File: src/rtl/theremin_audio_pkg.sv
// Shared types and constants for the theremin audio output path.
// Holds the serialiser state type, the synchroniser depth and the
// default audio sample width used by i2s_dac_tx.
`timescale 1ns/1ps
package theremin_audio_pkg;

  localparam int SYNC_STAGES  = 2;
  localparam int AUD_SIG_BITS = 16;

  typedef enum logic [1:0] {
    S_IDLE  = 2'd0,
    S_SHIFT = 2'd1,
    S_PAD   = 2'd2
  } tx_state_t;

  // Saturating 8-bit increment, sticks at 255.
  function automatic logic [7:0] sat_inc8(input logic [7:0] v);
    return (v == 8'hFF) ? v : v + 8'd1;
  endfunction

endpackage

File: src/rtl/edge_sync.sv
// Synchroniser for one codec clock pin: STAGES metastability flops
// followed by one history flop for edge detection. rise/fall are
// combinational from the last sync flop and the history flop, so a pin
// transition becomes visible to registered logic on the third clk edge.
`timescale 1ns/1ps
module edge_sync
  import theremin_audio_pkg::*;
#(
  parameter int STAGES = SYNC_STAGES
) (
  input  logic clk,
  input  logic reset_n,
  input  logic pin,
  output logic rise,
  output logic fall,
  output logic level
);

  logic [STAGES-1:0] sync_q;
  logic              hist_q;

  // Shift the pin through the synchroniser chain and keep one cycle of history.
  always_ff @(posedge clk or negedge reset_n) begin
    if (!reset_n) begin
      sync_q <= '0;
      hist_q <= 1'b0;
    end else begin
      sync_q <= {sync_q[STAGES-2:0], pin};
      hist_q <= sync_q[STAGES-1];
    end
  end

  assign level = sync_q[STAGES-1];
  assign rise  = level & ~hist_q;
  assign fall  = ~level & hist_q;

endmodule

File: src/rtl/i2s_dac_tx.sv
// I2S transmitter towards the board codec DAC (codec is bus master).
// BCLK and DACLRCK are oversampled on clk; a mono sample is captured on
// each left-slot LRCK fall and sent MSB first in both slots, one BCLK
// after the LRCK edge, then padded with zeros to the end of the slot.
// Optional build macro I2S_DAC_TX_ERRCNT_EN adds the frame_err output,
// a saturating count of short slots and slots of the wrong length.
`timescale 1ns/1ps
module i2s_dac_tx
  import theremin_audio_pkg::*;
#(
  parameter int SIG_BITS  = AUD_SIG_BITS,
  parameter int SLOT_BITS = 32,
  parameter int fCLK      = 50_000_000,
  parameter int fBCLK     = 3_072_000
) (
  input  logic                clk,
  input  logic                reset_n,
  input  logic [SIG_BITS-1:0] in,
  input  logic                mute,
  input  logic                aud_bclk,
  input  logic                aud_daclrck,
  output logic                aud_dacdat,
  output logic                smp_strobe
`ifdef I2S_DAC_TX_ERRCNT_EN
  ,
  output logic [7:0]          frame_err
`endif
);

  localparam int CNT_W = $clog2(SIG_BITS + 1);

  if (SLOT_BITS < SIG_BITS) begin : g_chk_slot
    $error("i2s_dac_tx: SLOT_BITS must be >= SIG_BITS");
  end
  if (longint'(fCLK) < 4 * longint'(fBCLK)) begin : g_chk_clk
    $error("i2s_dac_tx: fCLK must be at least 4x the BCLK frequency");
  end

  logic bclk_rise, bclk_fall, bclk_level;
  logic lr_rise, lr_fall, lr_level;
  logic lr_edge;

  edge_sync #(.STAGES(SYNC_STAGES)) u_bclk_sync (
    .clk     (clk),
    .reset_n (reset_n),
    .pin     (aud_bclk),
    .rise    (bclk_rise),
    .fall    (bclk_fall),
    .level   (bclk_level)
  );

  edge_sync #(.STAGES(SYNC_STAGES)) u_lr_sync (
    .clk     (clk),
    .reset_n (reset_n),
    .pin     (aud_daclrck),
    .rise    (lr_rise),
    .fall    (lr_fall),
    .level   (lr_level)
  );

  assign lr_edge = lr_rise | lr_fall;

  logic unused_sync;
  assign unused_sync = &{1'b0, bclk_rise, bclk_level, lr_level};

  tx_state_t           state;
  logic [SIG_BITS-1:0] hold;
  logic [SIG_BITS-1:0] shreg;
  logic [CNT_W-1:0]    bit_cnt;
  logic [SIG_BITS-1:0] cap_val;

  // Value captured at a left-slot start; also loaded straight into shreg
  // that cycle because hold only updates on the same edge.
  assign cap_val = mute ? '0 : in;

  // Capture, slot load and bit serialisation; LRCK edges win over BCLK falls.
  always_ff @(posedge clk or negedge reset_n) begin
    if (!reset_n) begin
      state      <= S_IDLE;
      hold       <= '0;
      shreg      <= '0;
      bit_cnt    <= '0;
      aud_dacdat <= 1'b0;
      smp_strobe <= 1'b0;
    end else begin
      smp_strobe <= lr_fall;
      if (lr_fall) begin
        hold <= cap_val;
      end
      if (lr_edge) begin
        // From idle only a left slot may start the stream.
        if (state != S_IDLE || lr_fall) begin
          shreg   <= lr_fall ? cap_val : hold;
          bit_cnt <= CNT_W'(SIG_BITS);
          state   <= S_SHIFT;
        end
      end else if (bclk_fall) begin
        case (state)
          S_SHIFT: begin
            aud_dacdat <= shreg[SIG_BITS-1];
            shreg      <= {shreg[SIG_BITS-2:0], 1'b0};
            bit_cnt    <= bit_cnt - 1'b1;
            if (bit_cnt == CNT_W'(1)) begin
              state <= S_PAD;
            end
          end
          S_PAD: begin
            aud_dacdat <= 1'b0;
          end
          default: begin
          end
        endcase
      end
    end
  end

`ifdef I2S_DAC_TX_ERRCNT_EN
  if (SLOT_BITS > 64) begin : g_chk_slot_cnt
    $error("i2s_dac_tx: SLOT_BITS too large for the 6-bit slot counter");
  end

  logic [5:0] slot_cnt;

  // Count BCLK falls inside a slot and flag slots that end early or late.
  always_ff @(posedge clk or negedge reset_n) begin
    if (!reset_n) begin
      slot_cnt  <= '0;
      frame_err <= '0;
    end else if (lr_edge) begin
      slot_cnt <= '0;
      if (state == S_SHIFT ||
          (state == S_PAD && slot_cnt != 6'(SLOT_BITS - 1))) begin
        frame_err <= sat_inc8(frame_err);
      end
    end else if (bclk_fall && slot_cnt != 6'h3F) begin
      slot_cnt <= slot_cnt + 6'd1;
    end
  end
`endif

endmodule

File: config.mk
export PLATFORM = sky130hd
export DESIGN_NAME = i2s_dac_tx
export DESIGN_NICKNAME = d
export VERILOG_FILES = /design/src/rtl/theremin_audio_pkg.sv /design/src/rtl/edge_sync.sv /design/src/rtl/i2s_dac_tx.sv
export SDC_FILE = /design/constraint.sdc
export NUM_CORES = 1
export LEC_CHECK = 0
export CAP_MARGIN = 20
export CORE_MARGIN = 3
export CORE_UTILIZATION = 55
export CTS_CLUSTER_DIAMETER = 120
export CTS_CLUSTER_SIZE = 14
export DETAILED_ROUTE_END_ITERATION = 12
export HOLD_SLACK_MARGIN = 0.15
export PLACE_DENSITY = 0.78
export SKIP_CTS_REPAIR_TIMING = 1
export SLEW_MARGIN = 20
export SYNTH_ARGS = -nofsm -noshare
export SYNTH_HDL_FRONTEND = slang
export SYNTH_SLANG_ARGS = --single-unit
File: constraint.sdc
create_clock -name clk -period 2.2 [get_ports clk]
set_input_delay 0.44 -clock clk [delete_from_list [all_inputs] [get_ports clk]]
set_output_delay 0.44 -clock clk [all_outputs]
set_load 0.1 [all_outputs]
==> results.md <==
- The initial antenna violation count is 0.
- The register area share after synthesis is 0.556.
- Across the routed clock network, the largest skew measured is 6.59 ps.
- The number of antenna diodes in the final layout is 0.
- The Yosys step of the flow raised 0 warnings.
- The global router's overall resource usage is 0.217.
- In this run the horizontal extent of the chip is 68.0 um.
- Timing would allow up to between 0.5 and 0.6 GHz.
- The core box area is approximately 3500 um^2.
- The die covers about 4600 um^2.
- The number of global-route vias before repair came to approximately 1600.
- The number of vias in the routed layout is around 1600.
- The number of buffers and inverters on the critical path is 2.
- The placed wire-length estimate is 2910 um.
- On the worst path, the slowest cell contributes a delay of 490 ps.
- The fraction of final layout cells with drive strength greater than 1 is 0.103.
- The data required time of the critical path is 2360 ps.
- The post-detailed-route via-to-cell ratio is 6.36.
- For the worst-skew pair, the clock arrives at the later sink with an insertion delay of a little under 300 ps.
- The area growth from synthesis to layout is 16.6%.
- The end-of-flow core utilization is 0.700.
- For this configuration, the core starts out at a cell density of 0.601.
- For this block, the initial DRC count from the detailed router was 130.
- Setup repair after global routing left no endpoint under its margin.
- The max-cap check violation count is 0.
- The final count of hold timing violations is 0.
- In the layout the commonest cells are dfrtp_1 (47), clkdlybuf4s50_1 (19), a22o_1 (16), nor2_1 (16), o31ai_1 (15).
- The critical path's slowest cell is a221oi_1.
- The cell area that synthesis handed to floorplanning was 2110 um^2.
- Global routing finished with a remaining overflow of 0.
- The portion of synthesized cell area occupied by the leading cell type is 0.556.
- Averaged over all synthesized cells, the footprint is about 11 um^2.
- Clock-pin slew was measured on the worst setup and hold paths at 80 ps.
- The maximum resistive drop on vdd is ~0.44 mV.
- The number of nets in the synthesized netlist is 211.
- For this design the ratio of total power to cell area is 830 nW/um^2.
- The min-delay analysis places its worst path in the category input port to async pin.
- After synthesis, the cell types taking the most area are dfrtp_1 (56%), a22o_1 (6.6%), a221oi_1 (5.8%).
- The total power after layout is 2.05 mW.
- The routed wirelength normalized by instance count is 16.8 um.
- The first global-routing pass estimated 7440 um of wire.
- For this block, the routed nets add up to 4200 um of wire.
- Summing all non-filler instances in the final layout gives an area of approximately 2500 um^2.
- Of all cell types, the one taking the most synthesized area is dfrtp_1.
- The die outline height is 68.0 um.
- The transition time at the pin with the least slew margin is between 500 and 600 ps.
- The number of buffers inserted during clock tree synthesis is 5.
- The count of distinct cell types in the synthesized netlist is 32.
- In this run the tightest slew margin relative to its limit is 0.617.
- Leaving out fill and tap cells, the most frequent cell in the layout is dfrtp_1.
- The H-tree was split into 2 levels.
- The TritonCTS sink count is 47.
- The max-slew violation count is 0.
- Final hold analysis gives a worst-case slack of 225 ps.
- The pre-antenna-repair detailed-routing pass consisted of 4 iterations.
- The number of nets with antenna violations after detailed routing is 0.
- Traced cell by cell, the critical path runs through inv_1 -> ha_1 -> clkinvlp_4 -> a221oi_1 -> o31ai_1.
- Dividing the final minimum period by the clock period gives 0.879.
- After detailed routing, the number of remaining DRC violations is 0.
- Counting I/O delays and the setup requirement, the final critical path takes about 1900 ps.
- 23 I/O pins were placed.
- Once placement finished, the instance area stood at 2360 um^2.
- Clock tree synthesis selected as its root buffer the cell clkbuf_8.
- Data arrives at the worst endpoint at 2090 ps.
- The run finished with clean final reports.
- The worst setup path is launched from a flip-flop.
- Along the worst path, the maximum fanout reaches 29.
- The worst setup path is of the flip-flop to flip-flop kind.
- The kind of end point of the critical path is a flip-flop.
- Grouping stages by cell kind, the critical path spends the most delay in compound AO/OA/AOI/OAI gates.
- The post-synthesis register bit count is 47.
- The final layout contains 230 nets.
- The static leakage is 1.09 nW.
- The site row count is 21.
- The largest net degree at the start of global routing is 48.
- Counting every instance in the synthesized netlist gives 184.
- The maximum root-to-sink buffer count is 2.
- The global placer's final weighted congestion is roughly 0.78.
- The number of port buffers is 22.
- Setup violations remaining at the end of the flow were counted as 0.
- The total negative slack for setup checks is 0 ps.
- TritonCTS built the clock tree.
[cell type report]
class                      count  area (um^2)
multi-input combinational    111          832
timing repair buffer          29          263
fill                         260         1050
tap                           46         57.6
sequential                    47         1180
clock buffer                   8          100
inverter                       9         37.5
[per-layer routing]
layer	vias to the layer above	GRT usage	part of all wire
met3	6	0.0443	0.058
met4	0	0.0769	0.012
met5	-	0	0
met1	788	0.309	0.43
li1	733	-	-
met2	63	0.331	0.50
[worst reg2reg max path: stages, from the launching register on]
cell and delay (ps):
dfrtp_1 380, inv_1 60, ha_1 280, clkinvlp_4 430, a221oi_1 500, o31ai_1 160
[worst paths after layout]
check / start / end / slack, ps / cells past startpoint
min in group clk: u_bclk_sync.sync_q[0]$_DFF_PN0_ / u_bclk_sync.sync_q[1]$_DFF_PN0_ / 350 / 0
max in group asynchronous: reset_n / u_lr_sync.sync_q[1]$_DFF_PN0_ / 1580 / 2
min reg2reg: u_bclk_sync.sync_q[0]$_DFF_PN0_ / u_bclk_sync.sync_q[1]$_DFF_PN0_ / 350 / 0
min: reset_n / aud_dacdat$_DFFE_PN0P_ / 220 / 2
max reg2reg: u_lr_sync.sync_q[1]$_DFF_PN0_ / shreg[10]$_DFFE_PN0P_ / 270 / 5
max: u_lr_sync.sync_q[1]$_DFF_PN0_ / shreg[10]$_DFFE_PN0P_ / 270 / 5
[cells by family (layout without fill, tap and decap cells)]
kind of cell | Yosys count | in the layout | share of synthesized area
fa+ha+maj | 6 | 6 | 0.0355
mux | 3 | 3 | 0.0154
simple gates | 32 | 32 | 0.0793
flops | 47 | 47 | 0.556
buf+inv | 26 | 46 | 0.0515
compound gates | 70 | 70 | 0.262
[cell usage after synthesis (all sizes together)]
cell / number
dfrtp: 47
a22o: 16
nor2: 16
o31ai: 15
a221oi: 14
o211ai: 14
buf: 11
inv: 9
clkbuf: 6
ha: 6
nor2b: 4
o21ai: 3
a21o: 2
mux2: 2
nand2: 2
nand2b: 2
nand4b: 2
a21oi: 1
a31oi: 1
and4: 1
mux2i: 1
nand3b: 1
nor4: 1
nor4b: 1
o21a: 1
o21bai: 1
o221ai: 1
o2bb2ai: 1
or2: 1
or4: 1
[where the power goes]
group / switching [mW] / total (mW) / leakage (nW) / internal [mW]
Clock: 0.265 / 0.552 / 0.0515 / 0.287
Sequential: 0.0811 / 1.08 / 0.591 / 0.995
Combinational: 0.239 / 0.419 / 0.445 / 0.181
[per-stage QoR]
step / worst slack (ps) / std cells
after global placement: 399 / 242
final: 266 / 250
after floorplan: 575 / 184
after CTS: 237 / 250
after global routing: 65.6 / 250
after detailed placement: 304 / 242
[registers in the layout, summed over array words and instances, names as in the netlist]
| signal | cells |
|---|---|
| hold | 16 |
| smp_strobe | 1 |
| bit_cnt | 5 |
| shreg | 16 |
| u_lr_sync.sync_q | 2 |
| u_bclk_sync.sync_q | 2 |
| u_bclk_sync.hist_q | 1 |
| u_lr_sync.hist_q | 1 |
| aud_dacdat | 1 |
| state | 2 |
Power figures use the tool's default switching activity.
